File: config.mk
export PLATFORM = sky130hd
export DESIGN_NAME = parity_nibble_receiver
export DESIGN_NICKNAME = d
export VERILOG_FILES = /design/src/rtl/parity_nibble_receiver_pkg.sv /design/src/rtl/parity_nibble_receiver_parity4_check.sv /design/src/rtl/parity_nibble_receiver.sv
export SDC_FILE = /design/constraint.sdc
export NUM_CORES = 1
export LEC_CHECK = 0
export ABC_AREA = 1
export ABC_CLOCK_PERIOD_IN_PS = 2890
export CORE_MARGIN = 1.5
export CORE_UTILIZATION = 35
export DETAILED_ROUTE_END_ITERATION = 10
export MAX_ROUTING_LAYER = met4
export SYNTH_ARGS = -nofsm -noshare
export SYNTH_HDL_FRONTEND = slang
export SYNTH_HIERARCHICAL = 1
export SYNTH_SLANG_ARGS = --single-unit
File: constraint.sdc
create_clock -name clk -period 2.89 [get_ports clk]
set_input_delay 0.289 -clock clk [delete_from_list [all_inputs] [get_ports clk]]
set_output_delay 0.289 -clock clk [all_outputs]
set_load 0.01 [all_outputs]
File: src/rtl/parity_nibble_receiver_pkg.sv
// Shared constants and state encoding for the serial parity nibble receiver.
package parity_nibble_receiver_pkg;

  // Data bits per frame (only 4 is supported).
  localparam int unsigned DATA_W    = 4;
  // Frame = DATA_W data bits followed by one parity bit.
  localparam int unsigned FRAME_LEN = 5;
  // Bit counter width, covering counts 0..FRAME_LEN-1.
  localparam int unsigned CNT_W     = $clog2(FRAME_LEN);
  // Default error counter width.
  localparam int unsigned ERR_W_DEF = 8;

  // SHIFT covers counts 0..3, PARITY is count 4.
  typedef enum logic {
    SHIFT  = 1'b0,
    PARITY = 1'b1
  } state_t;

endpackage

File: src/rtl/parity_nibble_receiver_parity4_check.sv
// Combinational parity check for one nibble frame.
//   data   : 4 received data bits
//   parity : received parity bit
//   err_c  : 1 when parity differs from d0^d1^d2^d3
module parity_nibble_receiver_parity4_check (
  input  logic [3:0] data,
  input  logic       parity,
  output logic       err_c
);

  // Expected parity is 1 for an odd number of ones in data.
  assign err_c = (^data) ^ parity;

endmodule

File: src/rtl/parity_nibble_receiver.sv
// Serial frame receiver: 4 data bits LSB-first then 1 parity bit, delivered
// as a nibble plus parity-error flag over a valid/ready output with a
// saturating count of errored frames.
//   clk, rst_n : clock, synchronous active-low reset
//   in_valid/in_ready/in_bit      : serial bit input handshake
//   out_valid/out_ready           : frame output handshake
//   out_data, out_perr            : received nibble and parity-error flag
//   err_cnt                       : saturating count of errored frames
module parity_nibble_receiver #(
  parameter int unsigned DATA_W = parity_nibble_receiver_pkg::DATA_W,
  parameter int unsigned ERR_W  = parity_nibble_receiver_pkg::ERR_W_DEF
) (
  input  logic              clk,
  input  logic              rst_n,
  input  logic              in_valid,
  input  logic              in_bit,
  output logic              in_ready,
  output logic              out_valid,
  input  logic              out_ready,
  output logic [DATA_W-1:0] out_data,
  output logic              out_perr,
  output logic [ERR_W-1:0]  err_cnt
);

  import parity_nibble_receiver_pkg::*;

  state_t             state_q, state_d;
  logic [CNT_W-1:0]   cnt_q, cnt_d;
  logic [DATA_W-1:0]  shift_q, shift_d;
  logic               out_valid_d;
  logic [DATA_W-1:0]  out_data_d;
  logic               out_perr_d;
  logic [ERR_W-1:0]   err_cnt_d;
  logic               accept;
  logic               perr_c;

  // Parity check on the collected nibble against the bit currently on in_bit.
  parity_nibble_receiver_parity4_check u_check (
    .data   (shift_q),
    .parity (in_bit),
    .err_c  (perr_c)
  );

  // State and datapath registers.
  always_ff @(posedge clk) begin
    if (!rst_n) begin
      state_q   <= SHIFT;
      cnt_q     <= '0;
      shift_q   <= '0;
      out_valid <= 1'b0;
      out_data  <= '0;
      out_perr  <= 1'b0;
      err_cnt   <= '0;
    end else begin
      state_q   <= state_d;
      cnt_q     <= cnt_d;
      shift_q   <= shift_d;
      out_valid <= out_valid_d;
      out_data  <= out_data_d;
      out_perr  <= out_perr_d;
      err_cnt   <= err_cnt_d;
    end
  end

  // Next-state, handshake and output-register load logic.
  always_comb begin
    state_d     = state_q;
    cnt_d       = cnt_q;
    shift_d     = shift_q;
    out_valid_d = out_valid;
    out_data_d  = out_data;
    out_perr_d  = out_perr;
    err_cnt_d   = err_cnt;

    // Only the parity bit needs a free output slot; a same-cycle consume frees it.
    in_ready = !((state_q == PARITY) && out_valid && !out_ready);
    accept   = in_valid && in_ready;

    if (out_valid && out_ready) begin
      out_valid_d = 1'b0;
    end

    if (accept) begin
      case (state_q)
        SHIFT: begin
          shift_d[cnt_q[1:0]] = in_bit;
          cnt_d               = cnt_q + CNT_W'(1);
          if (cnt_q == CNT_W'(DATA_W - 1)) begin
            state_d = PARITY;
          end
        end
        PARITY: begin
          // A load overrides any concurrent consume, so out_valid stays high.
          cnt_d       = '0;
          state_d     = SHIFT;
          out_valid_d = 1'b1;
          out_data_d  = shift_q;
          out_perr_d  = perr_c;
          if (perr_c && (err_cnt != {ERR_W{1'b1}})) begin
            err_cnt_d = err_cnt + ERR_W'(1);
          end
        end
        default: begin
          state_d = SHIFT;
          cnt_d   = '0;
        end
      endcase
    end
  end

endmodule

==> flow_metrics.env, run 1 <==
export IMPL_rsz0062_at_grt="false"
export IMPL_detail_route_antenna_nets=0
export IMPL_core_area_um2=3130
export IMPL_p_leak_nw=0.623
export IMPL_synth_cell_types=26
export IMPL_hold_end="cnt_q[2]$_SDFFE_PN0N_"
export IMPL_setup_viol=0
export IMPL_postCtsSetupBuffers=0
export IMPL_critical_path_max_stage_delay_ps=530
export IMPL_floorplan_rows=20
export IMPL_rr_worst_depth=8
export IMPL_intPower_w=0.000406
export IMPL_synth_edff_count=0
export IMPL_avgSynthCellArea_um2=6.82
export IMPL_worst_pin_slew_ps=448
export IMPL_crit_family="buffers and inverters"
export IMPL_die_area_um2=3710
export IMPL_switching_share_pct=24.5
export IMPL_initial_core_util_pct=37.5
export IMPL_placed_area_um2=1400
export IMPL_p_comb_share_pct=9.7
export IMPL_regArea_um2=440
export IMPL_num_io_pins=20
export IMPL_r2r_end="err_cnt[1]$_SDFFE_PN0P_"
export IMPL_area_delta_synth_final_pct=22.6
export IMPL_antenna_found_initial=0
export IMPL_drc=0
export IMPL_cts_buffers=3
export IMPL_grt_max_degree=14
export IMPL_slew_headroom_pct=70.1
export IMPL_ys_warnings_count=6
export IMPL_min_path_cells=2
export IMPL_crit_buf_inv=4
export IMPL_layout_common_cells="52 x nand2_1, 22 x dfxtp_1, 21 x inv_1"
export IMPL_gp_congestion=0.807
export IMPL_slew_violations=0
export IMPL_critPathMaxFanout=2
export IMPL_wl_um=2290
export IMPL_via_count=1056
export IMPL_htree_levels=1
export IMPL_grt_pass1_vias=901
export IMPL_grt_total_usage_pct=14.0
export IMPL_synth_area_um2=1170
export IMPL_utilization_pct=46.0
export IMPL_cap_violations=0
export IMPL_die_h_um=60.9
export IMPL_drive_above_1_share_pct=8.85
export IMPL_clk_pin_slew_ps=120
export IMPL_first_iter_violations=36
export IMPL_dp_hpwl_um=1760
export IMPL_status="completed"
export IMPL_power_density_nw_per_um2=374
export IMPL_cts_resized=0
export IMPL_clockPowerShare_pct=31.9
export IMPL_ctsHoldBuffers=0
export IMPL_syn_num_nets=183
export IMPL_clk_latency_ps=310
export IMPL_ys_flop_type="dfxtp_1"
export IMPL_cp_required_ps=2600
export IMPL_vias_per_cell=4.47
export IMPL_end_kind="output port"
export IMPL_cp_cell_sequence="clkdlybuf4s50_1, inv_1, nand2_1, inv_1, nand2_1, clkdlybuf4s50_1"
export IMPL_setup_tns_ps=0
export IMPL_finalCriticalPeriod_ps=1800
export IMPL_grt_pass1_wl_um=3780
export IMPL_crit_type="in -> out"
export IMPL_hold_viol=0
export IMPL_cp_start_kind="primary input"
export IMPL_multi_input_area_um2=621
export IMPL_period_share_pct=62.4
export IMPL_die_w_um=60.9
export IMPL_holdWs_ps=468
export IMPL_drt_first_pass_iters=3
export IMPL_netlist_instances=172
export IMPL_port_buffers=19
export IMPL_num_antenna_cells=0
export IMPL_yosysSeqAreaShare_pct=37.6
export IMPL_worst_r2r_startpoint="err_cnt[0]$_SDFFE_PN0P_"
export IMPL_async_reset_ff_share_pct=0
export IMPL_ir_drop_mv=0.227
export IMPL_clockBufferDepth=2
export IMPL_cts_sinks=22
export IMPL_reg2reg_setup_slack_ps=1430
export IMPL_synth_seq_cells=22
export IMPL_finalInstanceArea_um2=1440
export IMPL_grt_overflow_total=0
export IMPL_cp_slowest_cell="clkdlybuf4s50_1"
export IMPL_fin_worst_skew_ps=3.86
export IMPL_seq_power_share_pct=58.4
export IMPL_wl_per_cell_um=9.69
export IMPL_hold_start="cnt_q[2]$_SDFFE_PN0N_"
export IMPL_root_buffer="clkbuf_4"
export IMPL_p_sw_w=0.000132
export IMPL_layout_commonest_cell="nand2_1"
export IMPL_nets=204
export IMPL_cts_tree="done"
export IMPL_max_freq_mhz=554
export IMPL_hp_class="reg -> reg"
export IMPL_final_fill_count=327
export IMPL_arrival_ps=1520
==> through the flow <==
stage | std cells | setup WS, ps | power, W
after global placement | 232 | 1010 | 0.000372
final | 236 | 1090 | 0.000538
after floorplan | 172 | 1520 | 0.000357
after detailed placement | 232 | 983 | 0.000374
after CTS | 236 | 1080 | 0.000550
after global routing | 236 | 1000 | 0.000568
==> power by group through the flow <==
stage / Clock (W) / Sequential, W / Combinational (W)
after floorplan: 0 / 0.000320 / 0.0000368
after global placement: 0 / 0.000321 / 0.0000513
after detailed placement: 0 / 0.000321 / 0.0000524
after CTS: 0.000182 / 0.000315 / 0.0000528
after global routing: 0.000193 / 0.000316 / 0.0000592
final: 0.000172 / 0.000314 / 0.0000522
==> worst max path at each step <==
stage                       startpoint                      end  cells after the start
2_1_floorplan  err_cnt[0]$_SDFFE_PN0P_  err_cnt[2]$_SDFFE_PN0P_                      8
3_3_place_gp                    in_bit  err_cnt[4]$_SDFFE_PN0P_                     12
3_5_place_dp                    in_bit  err_cnt[4]$_SDFFE_PN0P_                     12
4_1_cts                      out_ready                 in_ready                      6
5_1_grt                      out_ready                 in_ready                      6
6_report                     out_ready                 in_ready                      6
==> logic make-up (layout without fill, tap and decap cells) <==
logic type	Yosys count	in the layout	share of synthesized area, %
adder cells (fa/ha/maj)	6	6	6.40
AND/OR/NAND/NOR	94	94	35.4
flip-flops	22	22	37.6
buffers and inverters	28	48	9.50
XOR/XNOR	3	3	2.24
AO/OA/AOI/OAI	19	19	8.86
==> flip-flops by register name, indices dropped and copies added, names as in the netlist <==
name and flops:
out_valid 1, state_q 1, out_data 4, cnt_q 3, out_perr 1, shift_q 4
err_cnt 8
==> cell usage after synthesis, types with 2 or more instances <==
master	n	area, µm²
nand2_2	4	25.0
nor2_1	18	67.6
inv_1	21	78.8
dfxtp_1	22	440
nand2_1	52	195
inv_2	3	11.3
a21oi_1	12	60.1
nand3_1	14	70.1
xor2_1	2	17.5
ha_1	6	75.1
o21ai_0	3	15.0
==> final cells by class <==
type | count | area share, %
tap | 44 | 3.83
clock buffer | 4 | 2.52
inverter | 25 | 6.61
multi-input combinational | 122 | 43.2
timing repair buffer | 19 | 13.2
sequential | 22 | 30.6
==> metal layers <==
metal	GRT usage (%)	up-vias	wire, µm
met5	-	-	0
met4	2.80	0	15
met3	4.05	2	90
met2	25.2	16	1170
met1	15.2	465	1020
li1	-	573	-
==> worst min-delay path: cells and delay by family (launching register included) <==
family | cells | cell delay [ps]
simple gates | 1 | 60
flops | 1 | 330
compound gates | 1 | 50
Note: power is estimated with default switching activity, not from simulation.
==> run 2, diff against run 1 <==
ABC_CLOCK_PERIOD_IN_PS = 1800   (was 2890)
clock period = 1.8 ns   (was 2.89 ns; I/O delays follow)
==> flow_metrics.env, run 2 (synthesis gave the netlist of run 1 again) <==
export IMPL_setup_viol=0
export IMPL_drive_above_1_share_pct=10.7
export IMPL_root_buffer="clkbuf_4"
export IMPL_grt_max_degree=14
export IMPL_cts_tree="done"
export IMPL_drt_first_pass_iters=4
export IMPL_postCtsSetupBuffers=0
export IMPL_status="completed"
export IMPL_ctsHoldBuffers=0
export IMPL_grt_pass1_wl_um=4000
export IMPL_hp_class="reg -> reg"
export IMPL_num_io_pins=20
export IMPL_crit_path_start="out_ready"
export IMPL_cts_resized=0
export IMPL_grt_pass1_vias=989
export IMPL_cts_buffers=3
export IMPL_reg2reg_setup_slack_ps=260
export IMPL_core_area_um2=3130
export IMPL_top_regs="err_cnt (8), out_data (4), shift_q (4)"
export IMPL_end_kind="output port"
export IMPL_cap_violations=0
export IMPL_setup_tns_ps=0
export IMPL_critPathMaxFanout=2
export IMPL_grt_overflow_total=0
export IMPL_fin_worst_skew_ps=12.3
export IMPL_arrival_ps=1420
export IMPL_crit_buf_inv=4
export IMPL_gp_congestion=0.746
export IMPL_cts_sinks=22
export IMPL_vias_per_cell=4.46
export IMPL_dp_slack_ps=128
export IMPL_endpoint="in_ready"
export IMPL_htree_levels=1
export IMPL_regArea_um2=440
export IMPL_clk_pin_slew_ps=140
export IMPL_floorplan_rows=20
export IMPL_finalCriticalPeriod_ps=1600
export IMPL_largest_reg_flops=8
export IMPL_rsz0062_at_grt="false"
export IMPL_drc=0
export IMPL_wl_per_cell_um=10.1
export IMPL_dp_hpwl_um=1870
export IMPL_period_share_pct=88.7
export IMPL_port_buffers=19
export IMPL_die_w_um=60.9
export IMPL_via_count=1071
export IMPL_r2r_end="err_cnt[2]$_SDFFE_PN0P_"
export IMPL_cp_start_kind="primary input"
export IMPL_area_delta_synth_final_pct=25.2
export IMPL_cp_slowest_cell="clkdlybuf4s50_1"
export IMPL_top_register="err_cnt"
export IMPL_num_antenna_cells=0
export IMPL_crit_type="in -> out"
export IMPL_slew_headroom_pct=77.2
export IMPL_antenna_found_initial=0
export IMPL_first_iter_violations=53
export IMPL_die_h_um=60.9
export IMPL_detail_route_antenna_nets=0
export IMPL_cp_depth=6
export IMPL_clockBufferDepth=2
export IMPL_initial_core_util_pct=37.5
export IMPL_p_leak_nw=0.642
export IMPL_layout_common_cells="52 x nand2_1, 22 x dfxtp_1, 21 x inv_1"
export IMPL_max_freq_mhz=626
export IMPL_crit_family="buffers and inverters"
export IMPL_worst_pin_slew_ps=342
export IMPL_cp_cell_sequence="clkdlybuf4s50_1, inv_1, nand2_1, inv_1, nand2_1, clkdlybuf4s50_1"
export IMPL_rr_worst_depth=8
export IMPL_layout_setup_ws_ps=203
export IMPL_hold_viol=0
export IMPL_critical_path_max_stage_delay_ps=530
export IMPL_power_density_nw_per_um2=599
export IMPL_holdWs_ps=474
export IMPL_clk_latency_ps=310
export IMPL_nets=208
export IMPL_die_area_um2=3710
export IMPL_layout_commonest_cell="nand2_1"
export IMPL_multi_input_area_um2=621
export IMPL_final_fill_count=332
export IMPL_cp_required_ps=1620
export IMPL_wl_um=2420
export IMPL_ir_drop_mv=0.298
export IMPL_grt_total_usage_pct=14.8
export IMPL_slew_violations=0
export IMPL_worst_r2r_startpoint="err_cnt[0]$_SDFFE_PN0P_"
run 2: cell count changes in the layout (fill, tap and decap cells not counted), sizes merged:
cell and delta:
buf +4
run 2: worst min-delay path by stage:
stage | from | endpoint | slack [ps] | depth (start not counted)
final | out_data[3]$_SDFFE_PN0P_ | out_data[3]$_SDFFE_PN0P_ | 470 | 2
after global routing | rst_n | cnt_q[0]$_SDFFE_PN0N_ | 490 | 3
after CTS | rst_n | cnt_q[0]$_SDFFE_PN0N_ | 460 | 3
after detailed placement | out_data[0]$_SDFFE_PN0P_ | out_data[0]$_SDFFE_PN0P_ | 460 | 2
after global placement | cnt_q[2]$_SDFFE_PN0N_ | cnt_q[2]$_SDFFE_PN0N_ | 450 | 2
after floorplan | rst_n | cnt_q[1]$_SDFFE_PN0N_ | 310 | 2
run 2: cell type report:
class | count | area share (%)
multi-input combinational | 122 | 42.3
clock buffer | 4 | 2.47
inverter | 25 | 6.48
sequential | 22 | 30.0
timing repair buffer | 23 | 15.0
tap | 44 | 3.75
run 2: where the power goes:
| group | internal, W | switching (W) |
|---|---|---|
| sequential | 0.000496 | 0.00000880 |
| clock | 0.000123 | 0.000157 |
| combinational | 0.0000398 | 0.0000535 |
run 2: worst register-to-register path, cell delays in order (launching register included):
cell     delay (ps)
dfxtp_1         460
ha_1            280
nand2_2          90
nor2_2          180
nand2_2          90
nand3_4         140
inv_2            70
nor2_1           90
nor2_1           50
run 2: per-stage QoR:
step	utilization, %	area, µm²	power [W]	instances
after floorplan	-	1170	0.000574	172
after detailed placement	45.8	1430	0.000609	236
after global routing	46.9	1470	0.000919	240
final	46.9	1470	0.000879	240
after CTS	46.9	1470	0.000891	240
after global placement	45.8	1430	0.000606	236
run 2: layer usage:
layer,up-vias,global-route usage [%],wire [µm]
met2,12,26.7,1230
met5,-,-,0
li1,578,-,-
met1,479,16.7,1120
met4,0,4.66,15
met3,2,1.92,54
==> run 3, diff against run 2 <==
CELL_PAD_IN_SITES_DETAIL_PLACEMENT = 0   (was unset)
CELL_PAD_IN_SITES_GLOBAL_PLACEMENT = 1   (was unset)
PLACE_DENSITY_LB_ADDON = 0.1   (was unset)
RECOVER_POWER = 100   (was unset)
==> flow_metrics.env, run 3 (synthesis gave the netlist of run 1 again) <==
export IMPL_floorplan_rows=20
export IMPL_fin_worst_skew_ps=10.3
export IMPL_setup_tns_ps=0
export IMPL_initial_core_util_pct=37.5
export IMPL_area_delta_synth_final_pct=22.9
export IMPL_die_w_um=60.9
export IMPL_wl_um=2250
export IMPL_rsz0062_at_grt="false"
export IMPL_num_io_pins=20
export IMPL_finalCriticalPeriod_ps=1600
export IMPL_grt_overflow_total=0
export IMPL_nets=208
export IMPL_seq_power_share_pct=61.3
export IMPL_largest_reg_flops=8
export IMPL_crit_family="buffers and inverters"
export IMPL_max_freq_mhz=624
export IMPL_cap_violations=0
export IMPL_slew_headroom_pct=61.1
export IMPL_postCtsSetupBuffers=0
export IMPL_root_buffer="clkbuf_4"
export IMPL_intPower_w=0.000612
export IMPL_clk_latency_ps=310
export IMPL_die_h_um=60.9
export IMPL_hold_end="out_data[2]$_SDFFE_PN0P_"
export IMPL_antenna_found_initial=0
export IMPL_p_sw_w=0.000211
export IMPL_p_total_w=0.000822
export IMPL_grt_total_usage_pct=15.2
export IMPL_cts_buffers=3
export IMPL_status="completed"
export IMPL_cts_resized=0
export IMPL_cp_cell_sequence="dlygate4sd3_1"
export IMPL_arrival_ps=1420
export IMPL_period_share_pct=89.1
export IMPL_rr_worst_depth=7
export IMPL_layout_commonest_cell="nand2_1"
export IMPL_reg2reg_setup_slack_ps=300
export IMPL_cts_sinks=22
export IMPL_drt_first_pass_iters=4
export IMPL_clockPowerShare_pct=27.9
export IMPL_via_count=1063
export IMPL_detail_route_antenna_nets=0
export IMPL_ctsHoldBuffers=0
export IMPL_first_iter_violations=21
export IMPL_gp_congestion=0.803
export IMPL_slew_violations=0
export IMPL_htree_levels=1
export IMPL_clk_pin_slew_ps=130
export IMPL_grt_pass1_vias=977
export IMPL_drive_above_1_share_pct=8.21
export IMPL_grt_pass1_wl_um=4090
export IMPL_layout_common_cells="52 x nand2_1, 22 x dfxtp_1, 21 x inv_1"
export IMPL_p_leak_nw=0.671
export IMPL_cp_required_ps=1620
export IMPL_min_path_cells=2
export IMPL_dp_hpwl_um=1750
export IMPL_cts_tree="done"
export IMPL_wl_per_cell_um=9.43
export IMPL_end_kind="output port"
export IMPL_worst_r2r_startpoint="out_valid$_SDFF_PN0_"
export IMPL_die_area_um2=3710
export IMPL_top_regs="err_cnt (8), out_data (4), shift_q (4)"
export IMPL_r2r_end="err_cnt[4]$_SDFFE_PN0P_"
export IMPL_drc=0
export IMPL_p_comb_share_pct=10.8
export IMPL_clockBufferDepth=2
export IMPL_placed_area_um2=1430
export IMPL_vias_per_cell=4.45
export IMPL_worst_pin_slew_ps=581
export IMPL_hp_class="reg -> reg"
export IMPL_critPathMaxFanout=7
export IMPL_power_density_nw_per_um2=571
export IMPL_hold_start="out_data[2]$_SDFFE_PN0P_"
export IMPL_setup_viol=0
export IMPL_final_fill_count=351
export IMPL_cp_start_kind="flop"
export IMPL_top_register="err_cnt"
export IMPL_layout_setup_ws_ps=197
export IMPL_port_buffers=19
export IMPL_core_area_um2=3130
export IMPL_switching_share_pct=25.6
export IMPL_crit_type="reg -> out"
export IMPL_dp_slack_ps=130
export IMPL_crit_buf_inv=1
export IMPL_utilization_pct=46.1
export IMPL_critical_path_max_stage_delay_ps=640
export IMPL_num_antenna_cells=0
export IMPL_grt_max_degree=14
export IMPL_cp_slowest_cell="dlygate4sd3_1"
export IMPL_finalInstanceArea_um2=1440
export IMPL_ir_drop_mv=0.369
export IMPL_hold_viol=0
==> run 3: cell types whose count changed in the layout (fill, tap and decap cells not counted), moves of 2 or more <==
| cell | previous run | this run |
|---|---|---|
| clkinv_1 | 0 | 2 |
| clkdlybuf4s50_1 | 19 | 4 |
| inv_2 | 3 | 1 |
| dlygate4sd3_1 | 0 | 15 |
==> run 3: layer usage <==
layer | global-route usage (%) | share of wire [%]
met5 | - | 0
met3 | 1.92 | 2.0
met2 | 25.5 | 49
met1 | 18.3 | 48
met4 | 6.52 | 0.84
==> run 3: metrics by stage <==
stage	instances	hold slack, ps
floorplan	172	309
detailed placement	236	453
finish	239	465
global route	239	486
global placement	236	452
CTS	239	452
==> run 3: how the worst max path moves through the flow <==
| stage | cells past startpoint | slack (ps) | start | to |
|---|---|---|---|---|
| after floorplan | 8 | 430 | err_cnt[0]$_SDFFE_PN0P_ | err_cnt[2]$_SDFFE_PN0P_ |
| after global placement | 12 | 170 | in_bit | err_cnt[1]$_SDFFE_PN0P_ |
| after detailed placement | 12 | 130 | in_bit | err_cnt[1]$_SDFFE_PN0P_ |
| after CTS | 6 | 200 | out_ready | in_ready |
| after global routing | 7 | 70 | in_valid | err_cnt[1]$_SDFFE_PN0P_ |
| final | 1 | 200 | err_cnt[2]$_SDFFE_PN0P_ | err_cnt[2] |
==> run 3: power by group through the flow <==
stage | Combinational, W | Sequential [W] | Clock (W)
2_1_floorplan | 0.0000591 | 0.000514 | 0
3_3_place_gp | 0.0000913 | 0.000515 | 0
3_5_place_dp | 0.0000927 | 0.000516 | 0
4_1_cts | 0.0000931 | 0.000505 | 0.000242
5_1_grt | 0.000103 | 0.000506 | 0.000271
6_report | 0.0000890 | 0.000504 | 0.000229
==> run 3: final cells by class <==
type / instances / area, µm² / share of cell area, %
Clock buffer: 3 / 22.5 / 1.56
Timing Repair Buffer: 23 / 220 / 15.3
Multi-Input combinational cell: 122 / 608 / 42.2
Sequential cell: 22 / 440 / 30.6
Inverter: 25 / 95.1 / 6.60
Tap cell: 44 / 55.1 / 3.82
